**config.mk**
```make
export PLATFORM = sky130hd
export DESIGN_NAME = pipe_stage_skid
export DESIGN_NICKNAME = d
export VERILOG_FILES = /design/src/rtl/pipe_stage_skid_pkg.sv /design/src/rtl/pipe_stage_skid_reg.sv /design/src/rtl/pipe_stage_skid.sv
export SDC_FILE = /design/constraint.sdc
export NUM_CORES = 1
export LEC_CHECK = 0
export CAP_MARGIN = 20
export CORE_MARGIN = 3
export CORE_UTILIZATION = 50
export CTS_CLUSTER_SIZE = 8
export DETAILED_ROUTE_END_ITERATION = 10
export PLACE_DENSITY = 0.77
export RECOVER_POWER = 50
export SYNTH_ARGS = -nofsm -noshare
export SYNTH_HDL_FRONTEND = slang
export SYNTH_HIERARCHICAL = 1
export SYNTH_SLANG_ARGS = --single-unit
export TNS_END_PERCENT = 10
```
**constraint.sdc**
```tcl
create_clock -name clk -period 2.4 [get_ports clk]
set_clock_uncertainty 0.15 [all_clocks]
set_input_delay 0.6 -clock clk [delete_from_list [all_inputs] [get_ports clk]]
set_output_delay 0.6 -clock clk [all_outputs]
set_load 0.05 [all_outputs]
```
**src/rtl/pipe_stage_skid_pkg.sv**
```systemverilog
// Shared pipeline definitions: occupancy encoding and default widths used by
// every inter-stage register (IF/ID, ID/EX, EX/MEM, MEM/WB).
package pipe_stage_skid_pkg;

  localparam int PIPE_DATA_W = 40;
  localparam int PIPE_CTRL_W = 8;
  localparam int PIPE_CNT_W  = 16;

  typedef enum logic [1:0] {
    ST_EMPTY = 2'd0,
    ST_ONE   = 2'd1,
    ST_FULL  = 2'd2
  } stage_st_e;

  function automatic logic st_can_accept(input stage_st_e s);
    return (s != ST_FULL);
  endfunction

  function automatic logic st_has_beat(input stage_st_e s);
    return (s != ST_EMPTY);
  endfunction

endpackage

```
**src/rtl/pipe_stage_skid_reg.sv**
```systemverilog
// Plain register with asynchronous active-low clear; load/zero muxing is done
// by the instantiating stage.
module pipe_stage_skid_reg #(
  parameter int size = 8
) (
  input  logic            clock,
  input  logic            reset,
  input  logic [size-1:0] regIn,
  output logic [size-1:0] regOut
);

  always_ff @(posedge clock or negedge reset) begin
    if (!reset) regOut <= '0;
    else        regOut <= regIn;
  end

endmodule

```
**src/rtl/pipe_stage_skid.sv**
```systemverilog
// Two-entry skid pipeline stage: main register feeds the next stage, the skid
// register catches the beat accepted while downstream stalls.
module pipe_stage_skid
  import pipe_stage_skid_pkg::*;
#(
  parameter int DATA_W = PIPE_DATA_W,
  parameter int CTRL_W = PIPE_CTRL_W,
  parameter int CNT_W  = PIPE_CNT_W
) (
  input  logic              clk,
  input  logic              rst,
  input  logic              in_valid,
  output logic              in_ready,
  input  logic [DATA_W-1:0] in_data,
  output logic              out_valid,
  input  logic              out_ready,
  output logic [DATA_W-1:0] out_data,
  input  logic              flush,
  output logic [CNT_W-1:0]  stall_cnt
);

  localparam logic [DATA_W-1:0] CTRL_MASK = {DATA_W{1'b1}} >> (DATA_W - CTRL_W);

  stage_st_e         r_state;
  logic [DATA_W-1:0] r_main;
  logic [DATA_W-1:0] r_skid;
  logic [CNT_W-1:0]  r_stall;
  logic [DATA_W-1:0] w_main_nxt;
  logic [DATA_W-1:0] w_skid_nxt;
  logic              w_in_fire;
  logic              w_out_fire;

  // Handshake outputs decode from state only, so out_ready never reaches in_ready.
  assign in_ready   = st_can_accept(r_state);
  assign out_valid  = st_has_beat(r_state);
  assign out_data   = r_main;
  assign stall_cnt  = r_stall;
  assign w_in_fire  = in_valid & in_ready;
  assign w_out_fire = out_valid & out_ready;

  // Going empty clears only the control LSBs so a consumer ignoring out_valid
  // performs no write; operand bits keep their previous value.
  always_comb begin
    w_main_nxt = r_main;
    w_skid_nxt = r_skid;
    if (flush) begin
      w_main_nxt = r_main & ~CTRL_MASK;
    end else begin
      case (r_state)
        ST_EMPTY: begin
          if (w_in_fire) w_main_nxt = in_data;
        end
        ST_ONE: begin
          if (w_in_fire && w_out_fire) w_main_nxt = in_data;
          else if (w_in_fire)          w_skid_nxt = in_data;
          else if (w_out_fire)         w_main_nxt = r_main & ~CTRL_MASK;
        end
        ST_FULL: begin
          if (w_out_fire) w_main_nxt = r_skid;
        end
        default: w_main_nxt = r_main & ~CTRL_MASK;
      endcase
    end
  end

  pipe_stage_skid_reg #(.size(DATA_W)) u_main (
    .clock  (clk),
    .reset  (rst),
    .regIn  (w_main_nxt),
    .regOut (r_main)
  );

  pipe_stage_skid_reg #(.size(DATA_W)) u_skid (
    .clock  (clk),
    .reset  (rst),
    .regIn  (w_skid_nxt),
    .regOut (r_skid)
  );

  always_ff @(posedge clk or negedge rst) begin
    if (!rst) begin
      r_state <= ST_EMPTY;
    end else if (flush) begin
      r_state <= ST_EMPTY;
    end else begin
      case (r_state)
        ST_EMPTY: if (w_in_fire) r_state <= ST_ONE;
        ST_ONE: begin
          if (w_in_fire && !w_out_fire)      r_state <= ST_FULL;
          else if (!w_in_fire && w_out_fire) r_state <= ST_EMPTY;
        end
        ST_FULL:  if (w_out_fire) r_state <= ST_ONE;
        default:  r_state <= ST_EMPTY;
      endcase
    end
  end

  always_ff @(posedge clk or negedge rst) begin
    if (!rst)                                        r_stall <= '0;
    else if (out_valid && !out_ready && r_stall != '1) r_stall <= r_stall + CNT_W'(1);
  end

endmodule

```
==> flow_metrics.env, run 1 <==
export IMPL_status="finished, final reports clean"
export IMPL_critPathArrivalTime_ns=1.60
export IMPL_switching_power_mw=2.174
export IMPL_power_frac_seq_pct=43.1
export IMPL_coreArea_mm2=0.009910
export IMPL_yosys_warnings=6
export IMPL_cts_buffers=9
export IMPL_r2r_setup_slack_ns=0.29
export IMPL_whs_path_depth=1
export IMPL_antenna_found_initial=0
export IMPL_path_delay_family="buffers and inverters"
export IMPL_num_rows=36
export IMPL_synth_top_family_by_area="multiplexers"
export IMPL_grt_setup_unrepaired="false"
export IMPL_finalPower_mw=5.486
export IMPL_synth_simple_area_share_pct=9.296
export IMPL_power_density_mw_per_mm2=831.2
export IMPL_stdcell_area_mm2=0.006600
export IMPL_worst_pin_slew_ns=1.177
export IMPL_yosys_area_share_xor_xnor_pct=2.372
export IMPL_fin_util_pct=66.60
export IMPL_max_stage_delay_ns=0.83
export IMPL_grt_max_degree=45
export IMPL_drt_iter0_drc=292
export IMPL_worstSetupEndpointType="primary output"
export IMPL_num_vias=4380
export IMPL_cp_cell_sequence="clkdlybuf4s50_1"
export IMPL_cts_tree="yes"
export IMPL_synthDistinctLibCells=44
export IMPL_postRouteWirelength_um=13610
export IMPL_firstDrtPassIters=5
export IMPL_critPathMaxFanout=4
export IMPL_wire_per_inst_um=18.82
export IMPL_htree_levels=3
export IMPL_grt_pass1_vias=4433
export IMPL_syn_area_per_cell_um2=10.79
export IMPL_clock_latency_ns=0.36
export IMPL_synthesis_area_mm2=0.005169
export IMPL_p_int_mw=3.313
export IMPL_place_area_mm2=0.006417
export IMPL_yosysSeqAreaShare_pct=47.45
export IMPL_holdPathEnd="u_skid/regOut[38]"
export IMPL_grt_ovfl_total=0
export IMPL_cts_sinks=98
export IMPL_ys_top_cells_by_area="dfrtp_1, mux2_2, mux2i_1, a31oi_1, nor2_1"
export IMPL_slew_headroom_pct=21.53
export IMPL_die_x_um=107.7
export IMPL_cp_required_ns=1.65
export IMPL_initial_core_util_pct=52.16
export IMPL_synth_fp_nets=525
export IMPL_synth_top_area_share_pct=47.45
export IMPL_num_io_pins=103
export IMPL_worstReg2RegStart="r_state[0]"
export IMPL_fin_setup_tns_ns=0
export IMPL_die_area_mm2=0.01159
export IMPL_p_sw_share_pct=39.62
export IMPL_worstReg2RegEnd="u_main/regOut[31]"
export IMPL_path_clk_slew_ns=0.10
export IMPL_post_cts_buffers=0
export IMPL_place_inst=705
export IMPL_diodes=0
export IMPL_yosys_area_top_type="dfrtp_1"
export IMPL_hold_class="flop to flop"
export IMPL_track_usage_pct=23.68
export IMPL_critPathSlowestCell="clkdlybuf4s50_1"
export IMPL_io_buffers=102
export IMPL_synthAdderAreaFrac_pct=0.2421
export IMPL_dp_hpwl_um=9386
export IMPL_die_h_um=107.7
export IMPL_worst_ir_drop_vdd_v=0.0004581
export IMPL_p_clk_share_pct=20.1
export IMPL_synth_compound_area_share_pct=17.43
export IMPL_final_setup_viol_count=0
export IMPL_hold_viol=0
export IMPL_syn2layout_area_growth_pct=27.69
export IMPL_hp_start="u_skid/regOut[38]"
export IMPL_p_leak_nw=2.996
export IMPL_clockRootBuffer="clkbuf_8"
export IMPL_r2r_cells=4
export IMPL_start_kind="flop"
export IMPL_pwr_share_comb_pct=36.8
export IMPL_fmax_mhz=426.3
export IMPL_grt_pass1_wl_um=22110
export IMPL_period_needed_ns=2.346
export IMPL_clk_path_buf_depth=2
export IMPL_gp_congestion=0.8800
export IMPL_antenna_left=0
export IMPL_drive_gt1_share_pct=18.31
export IMPL_drv_slew=0
export IMPL_viasPerCell=6.058
export IMPL_worst_setup_path_type="flop to primary output"
export IMPL_synth_seq_cells=98
export IMPL_syn_inst=479
export IMPL_drc=0
export IMPL_layoutNonFillerInstCount=723
export IMPL_post_route_period_util_pct=97.75
export IMPL_maxCapViolations=0
export IMPL_num_fill_cells=806
export IMPL_critPathBufInv=1
export IMPL_synth_mux_area_fraction_pct=19.80
export IMPL_nNetsFinal=631
==> Yosys cell counts <==
library cell / count
o22a_1: 8
a31o_2: 2
inv_1: 5
nor4_1: 2
o21ai_2: 1
o21ai_0: 21
buf_1: 1
nor4_2: 1
or2_2: 3
a32oi_1: 1
nor3_1: 9
a31oi_1: 38
clkinv_1: 1
nor2b_1: 2
a222oi_1: 8
clkbuf_1: 15
ha_1: 1
nor4_4: 1
nand2b_1: 2
mux2_1: 3
xor2_1: 11
buf_2: 18
o21ba_2: 1
o21bai_4: 1
inv_2: 1
dfrtp_1: 98
xnor2_1: 3
mux2i_1: 46
nand4_4: 1
or4_4: 1
and2_1: 1
nand4b_1: 1
nand4_1: 2
o21bai_1: 1
a22oi_1: 12
nor2_1: 35
mux2_2: 47
nand2_1: 27
nand3_1: 8
a21o_1: 1
o2bb2ai_1: 13
and4bb_2: 1
a211oi_1: 2
a21oi_1: 22
==> flip-flops by register name, indices dropped and copies added (netlist names) <==
| register | count |
|---|---|
| r_state | 2 |
| u_main/regOut | 40 |
| stall_cnt | 16 |
| u_skid/regOut | 40 |
==> cell families (layout without fill, tap and decap cells) <==
family,after synthesis,after routing
adders and majority gates,1,1
buffers and inverters,41,152
xor gates and xnor gates,14,14
DFF,98,98
muxes,96,96
AOI/OAI and AO/OA,132,132
and+or+nand+nor,97,97
==> metrics by stage <==
step | setup WS [ns] | hold WS (ns)
finish | 0.05408 | 0.3458
floorplan | 0.2603 | 0.1544
global route | 0.003142 | 0.3621
global placement | 0.05959 | 0.3203
CTS | 0.0004847 | 0.3472
detailed placement | 0.02672 | 0.3244
==> worst reg2reg max path: cells and delay by family (launching register included) <==
| kind | cells | cell delay (ns) |
|---|---|---|
| buffers and inverters | 1 | 0.50 |
| flip-flops | 1 | 0.53 |
| AND/OR/NAND/NOR | 1 | 0.15 |
| AO/OA/AOI/OAI | 2 | 0.70 |
==> worst max-delay path by stage <==
stage	startpoint	to	depth (start not counted)
2_1_floorplan	stall_cnt[2]	stall_cnt[15]	4
3_3_place_gp	in_valid	u_main/regOut[39]	5
3_5_place_dp	out_ready	u_main/regOut[18]	6
4_1_cts	stall_cnt[5]	stall_cnt[5]	1
5_1_grt	u_main/regOut[0]	out_data[0]	1
6_report	u_main/regOut[3]	out_data[3]	1
==> cell usage in the layout, fill, tap and decap left out, types with 3 or more instances in the layout <==
cell type,Yosys,routed
dfrtp_1,98,98
clkdlybuf4s50_1,0,69
mux2_2,47,47
mux2i_1,46,46
a31oi_1,38,38
nor2_1,35,35
nand2_1,27,27
o21ai_0,21,21
a21oi_1,22,21
buf_4,0,21
o2bb2ai_1,13,13
dlymetal6s2s_1,0,13
a22oi_1,12,12
dlygate4sd2_1,0,12
xor2_1,11,11
clkbuf_8,0,9
a222oi_1,8,8
o22a_1,8,8
nand3_1,8,8
nor3_1,9,8
inv_1,5,5
clkbuf_1,15,5
mux2_1,3,3
or2_2,3,3
xnor2_1,3,3
==> routing by layer <==
layer	wire (µm)	up-vias	share of wire, %	track usage (%)
met5	0	-	0	0
met4	141	0	1.0	6.312
met3	745	15	5.5	2.819
met2	6940	165	51	39.88
met1	5779	2200	42	32.51
li1	-	2000	-	-
==> what timing repair did <==
action / 4_1_cts / 5_1_grt
hold buffers: 1 / 0
endpoints found under the hold margin: 17 / 0
resized for setup: 12 / 13
cloned: 0 / 0
setup endpoints to repair: 12 / 13
==> power groups by stage <==
| stage | sequential, mW | combinational, mW | clock [mW] |
|---|---|---|---|
| finish | 2.36 | 2.02 | 1.10 |
| detailed placement | 2.39 | 2.07 | 0 |
| CTS | 2.36 | 2.04 | 1.12 |
| floorplan | 2.97 | 0.713 | 0 |
| global placement | 2.37 | 2.01 | 0 |
| global route | 2.42 | 2.16 | 1.18 |
==> layout make-up <==
cell class / instances / area (µm²) / area share [%]
clock buffers: 9 / 123.9 / 1.877
clock inverters: 7 / 76.32 / 1.156
inverters: 7 / 26.28 / 0.3981
multi-input cells: 340 / 2531 / 38.35
flip-flops and latches: 98 / 2452 / 37.16
well taps: 133 / 166.4 / 2.521
repair buffers: 129 / 1224 / 18.54
Note: power is estimated with default switching activity, not from simulation.
==> run 2: changes to the inputs <==
CTS_BUF_LIST = sky130_fd_sc_hd__clkbuf_4   (was default)
==> run 2 against run 1 <==
Net effect: non-clock buffer count did not move; fmax rose by 2.5%; count of clock-buffer cells in the layout unchanged; final cell count is the same; global-route usage barely moved; sequential power about the same; worst setup slack gained 0.058 ns; via count decreased by 0.48%; flip-flop and latch count unchanged; critical endpoint is now out_valid; largest power group unchanged.
==> flow_metrics.env, run 2 (synthesized netlist as in run 1, its figures left out) <==
export IMPL_status="finished, final reports clean"
export IMPL_gp_congestion=0.8800
export IMPL_clock_latency_ns=0.45
export IMPL_cts_tree="yes"
export IMPL_diodes=0
export IMPL_worstReg2RegStart="r_state[0]"
export IMPL_fmax_mhz=437.0
export IMPL_cp_required_ns=1.65
export IMPL_worst_pin_slew_ns=1.214
export IMPL_num_vias=4359
export IMPL_power_density_mw_per_mm2=804.3
export IMPL_clk_path_buf_depth=2
export IMPL_die_x_um=107.7
export IMPL_period_needed_ns=2.288
export IMPL_grt_busiest_layer="met2"
export IMPL_num_io_pins=103
export IMPL_antenna_found_initial=0
export IMPL_cts_buffers=9
export IMPL_die_h_um=107.7
export IMPL_viasPerCell=6.029
export IMPL_hold_ws_ns=0.3540
export IMPL_firstDrtPassIters=5
export IMPL_hp_start="u_main/regOut[25]"
export IMPL_final_common_cell="dfrtp_1"
export IMPL_r2r_cells=4
export IMPL_grt_ovfl_total=0
export IMPL_final_setup_viol_count=0
export IMPL_syn2layout_area_growth_pct=25.22
export IMPL_path_delay_family="buffers and inverters"
export IMPL_holdPathEnd="u_main/regOut[25]"
export IMPL_critPathArrivalTime_ns=1.54
export IMPL_whs_path_depth=1
export IMPL_grt_max_degree=45
export IMPL_path_clk_slew_ns=0.16
export IMPL_drive_gt1_share_pct=18.64
export IMPL_num_fill_cells=839
export IMPL_hold_viol=0
export IMPL_grt_setup_unrepaired="false"
export IMPL_htree_levels=3
export IMPL_worstReg2RegEnd="u_main/regOut[31]"
export IMPL_dp_hpwl_um=9386
export IMPL_worstSetupEndpointType="primary output"
export IMPL_maxCapViolations=0
export IMPL_cts_sinks=98
export IMPL_io_buffers=102
export IMPL_initial_core_util_pct=52.16
export IMPL_post_cts_buffers=0
export IMPL_cp_startpoint="r_state[1]"
export IMPL_drt_iter0_drc=286
export IMPL_grt_pass1_wl_um=22070
export IMPL_fin_setup_tns_ns=0
export IMPL_critPathBufInv=3
export IMPL_max_stage_delay_ns=0.47
export IMPL_num_rows=36
export IMPL_worst_ir_drop_vdd_v=0.0004176
export IMPL_slew_headroom_pct=19.09
export IMPL_finalPower_mw=5.206
export IMPL_nNetsFinal=631
export IMPL_start_kind="flop"
export IMPL_postRouteWirelength_um=13480
export IMPL_p_leak_nw=2.942
export IMPL_drv_slew=0
export IMPL_grt_pass1_vias=4442
export IMPL_cp_cell_sequence="buf_4 > inv_1 > nand2_1 > buf_12"
export IMPL_die_area_mm2=0.01159
export IMPL_coreArea_mm2=0.009910
export IMPL_post_route_period_util_pct=95.34
export IMPL_clockRootBuffer="clkbuf_4"
export IMPL_drc=0
export IMPL_wire_per_inst_um=18.64
export IMPL_worst_setup_path_type="flop to primary output"
export IMPL_grtUsageMet2_pct=39.96
export IMPL_antenna_left=0
export IMPL_track_usage_pct=23.70
export IMPL_grt_use_met3_pct=2.639
export IMPL_most_common_layout_cells="dfrtp_1, dlygate4sd2_1, mux2_2, mux2i_1, clkdlybuf4s50_1"
export IMPL_use_met1_pct=32.25
export IMPL_critPathMaxFanout=11
export IMPL_critPathSlowestCell="dfrtp_2"
export IMPL_hold_class="flop to flop"
export IMPL_r2r_setup_slack_ns=0.30
-- run 2: final cells by class --
type                            count  area, µm²  area share (%)
Inverter                            7      26.28          0.4060
Clock buffer                        9      67.56           1.044
Sequential cell                    98       2454           37.91
Tap cell                          133      166.4           2.571
Clock inverter                      7      76.32           1.179
Timing Repair Buffer              129       1156           17.86
Multi-Input combinational cell    340       2526           39.03
-- run 2: worst max-delay path by stage --
stage	cells after the start	endpoint
floorplan	4	stall_cnt[15]
finish	4	out_valid
CTS	4	out_valid
global route	3	stall_cnt[3]
global placement	5	u_main/regOut[39]
detailed placement	6	u_main/regOut[18]
-- run 2: power breakdown --
| part | internal, mW | switching, mW |
|---|---|---|
| clock | 0.325 | 0.593 |
| sequential | 2.03 | 0.323 |
| combinational | 0.698 | 1.23 |
-- run 2: metrics by stage --
step | util, % | area (µm²) | instances | worst slack [ns]
CTS | 65.64 | 6505 | 722 | 0.009892
global placement | 64.76 | 6417 | 705 | 0.05959
finish | 65.32 | 6472 | 723 | 0.1118
floorplan | - | 5169 | 479 | 0.2603
global route | 65.32 | 6472 | 723 | 0.02978
detailed placement | 64.76 | 6417 | 705 | 0.02672
-- run 2: per-layer routing --
layer | part of all wire, % | vias to the layer above
li1 | - | 2004
met1 | 44 | 2210
met3 | 4.1 | 13
met4 | 1.2 | 0
met5 | 0 | -
met2 | 51 | 132
-- run 2: timing repair --
action	4_1_cts	5_1_grt
cloned	0	0
gates resized for setup	53	1
endpoints found under the setup margin	53	2
hold buffers	1	0
hold endpoints to repair	17	0
==> run 3: changes to the inputs <==
CORE_UTILIZATION = 40   (was 50)
PLACE_DENSITY = 0.64   (was 0.77)
==> run 3 against run 2 <==
Net effect: worst hold slack better by 0.0011 ns; via count hardly changed; first-iteration DRC count is 36% higher; non-clock buffer count is 1 higher; count of clock-buffer cells in the layout stayed put; sequential share of layout area is 0.28 points lower; critical path depth is 3 lower; utilization is 12 points lower; sequential power hardly changed; critical path type unchanged; combinational power hardly changed; global-route usage is 3.9 points lower; die area is 24% higher; largest power group unchanged.
==> flow_metrics.env, run 3 (synthesized netlist as in run 1, its figures left out) <==
export IMPL_status="finished, final reports clean"
export IMPL_critPathBufInv=1
export IMPL_power_frac_seq_pct=45.6
export IMPL_post_cts_buffers=0
export IMPL_hold_viol=0
export IMPL_final_common_cell="dfrtp_1"
export IMPL_start_kind="flop"
export IMPL_grt_ovfl_total=0
export IMPL_critPathMaxFanout=6
export IMPL_worst_ir_drop_vdd_v=0.0003721
export IMPL_maxCapViolations=0
export IMPL_whs_path_depth=1
export IMPL_drt_iter0_drc=389
export IMPL_hold_class="flop to flop"
export IMPL_p_sw_share_pct=42.21
export IMPL_max_stage_delay_ns=0.56
export IMPL_p_int_mw=2.975
export IMPL_postRouteWirelength_um=13820
export IMPL_critPathSlowestCell="dlygate4sd2_1"
export IMPL_place_inst=742
export IMPL_fin_setup_tns_ns=0
export IMPL_clk_path_buf_depth=2
export IMPL_wire_per_inst_um=18.18
export IMPL_dp_hpwl_um=9246
export IMPL_switching_power_mw=2.173
export IMPL_syn2layout_area_growth_pct=26.14
export IMPL_grt_max_degree=45
export IMPL_antenna_found_initial=1
export IMPL_p_clk_share_pct=16.7
export IMPL_drc=0
export IMPL_r2r_setup_slack_ns=0.23
export IMPL_die_x_um=119.7
export IMPL_power_density_mw_per_mm2=789.5
export IMPL_layoutNonFillerInstCount=760
export IMPL_pwr_share_comb_pct=37.8
export IMPL_p_leak_nw=2.928
export IMPL_cp_cell_sequence="dlygate4sd2_1"
export IMPL_initial_core_util_pct=41.98
export IMPL_worst_setup_path_type="flop to primary output"
export IMPL_path_clk_slew_ns=0.17
export IMPL_antenna_left=0
export IMPL_viasPerCell=5.734
export IMPL_cts_tree="yes"
export IMPL_worstReg2RegEnd="stall_cnt[1]"
export IMPL_num_vias=4358
export IMPL_cts_sinks=98
export IMPL_clockRootBuffer="clkbuf_4"
export IMPL_register_area_mm2=0.002454
export IMPL_drv_slew=0
export IMPL_period_needed_ns=2.279
export IMPL_path_delay_family="buffers and inverters"
export IMPL_coreArea_mm2=0.01231
export IMPL_track_usage_pct=19.83
export IMPL_cp_required_ns=1.65
export IMPL_htree_levels=3
export IMPL_worstReg2RegStart="stall_cnt[6]"
export IMPL_drive_gt1_share_pct=18.95
export IMPL_worst_pin_slew_ns=1.016
export IMPL_die_area_mm2=0.01432
export IMPL_grt_pass1_wl_um=23040
export IMPL_gp_congestion=0.8298
export IMPL_crit_cells=1
export IMPL_io_buffers=102
export IMPL_critPathArrivalTime_ns=1.53
export IMPL_firstDrtPassIters=5
export IMPL_grt_setup_unrepaired="false"
export IMPL_hp_start="u_main/regOut[26]"
export IMPL_num_fill_cells=1155
export IMPL_multi_input_area_mm2=0.002526
export IMPL_post_route_period_util_pct=94.95
export IMPL_nNetsFinal=632
export IMPL_final_setup_viol_count=0
export IMPL_worstSetupEndpointType="primary output"
export IMPL_r2r_cells=5
export IMPL_fmax_mhz=438.9
export IMPL_num_rows=40
export IMPL_grt_pass1_vias=4436
export IMPL_slew_headroom_pct=32.11
export IMPL_holdPathEnd="u_main/regOut[26]"
export IMPL_num_io_pins=103
export IMPL_clock_latency_ns=0.48
export IMPL_die_h_um=119.7
export IMPL_cts_buffers=9
export IMPL_most_common_layout_cells="dfrtp_1, dlygate4sd2_1, mux2_2, mux2i_1, clkdlybuf4s50_1"
-- run 3: per-stage QoR --
| stage | worst slack, ns | utilization, % | power [mW] | area [µm²] | hold WS, ns |
|---|---|---|---|---|---|
| after floorplan | 0.2603 | - | 3.687 | 5169 | 0.1544 |
| after global placement | 0.1144 | 52.68 | 4.398 | 6486 | 0.3185 |
| final | 0.1213 | 52.96 | 5.148 | 6520 | 0.3551 |
| after CTS | 0.003255 | 53.35 | 5.192 | 6569 | 0.3615 |
| after detailed placement | 0.06924 | 52.68 | 4.459 | 6486 | 0.3277 |
| after global routing | 0.005881 | 52.96 | 5.438 | 6520 | 0.3825 |
-- run 3: layout make-up --
cell class,instances,share of cell area [%]
Sequential cell,98,37.63
Clock buffer,9,1.036
Antenna cell,1,0.03838
Timing Repair Buffer,130,17.94
Multi-Input combinational cell,340,38.74
Tap cell,168,3.224
Inverter,7,0.4414
Clock inverter,7,0.9403
-- run 3: timing repair --
action / CTS / global route
endpoints found under the setup margin: 53 / 1
hold buffers: 1 / 0
endpoints found under the hold margin: 28 / 0
gates resized for setup: 55 / 2
-- run 3: routing by layer --
layer / wire length (µm) / share of wire [%] / track usage, %
met4: 293 / 2.1 / 8.304
met5: 0 / 0 / 0
met3: 726 / 5.3 / 2.828
met2: 6509 / 47 / 31.18
met1: 6292 / 46 / 27.52
-- run 3: worst max path at each step --
stage / startpoint / endpoint
after global placement: out_ready / u_main/regOut[39]
final: stall_cnt[13] / stall_cnt[13]
after detailed placement: out_ready / u_main/regOut[18]
after CTS: r_state[0] / in_ready
after floorplan: stall_cnt[2] / stall_cnt[15]
after global routing: r_state[0] / out_valid
-- run 3: power groups by stage --
stage / Clock [mW] / Sequential (mW) / Combinational (mW)
after floorplan: 0 / 2.97 / 0.713
after global placement: 0 / 2.36 / 2.04
after detailed placement: 0 / 2.38 / 2.08
after CTS: 0.887 / 2.34 / 1.96
after global routing: 0.953 / 2.40 / 2.08
final: 0.859 / 2.34 / 1.94
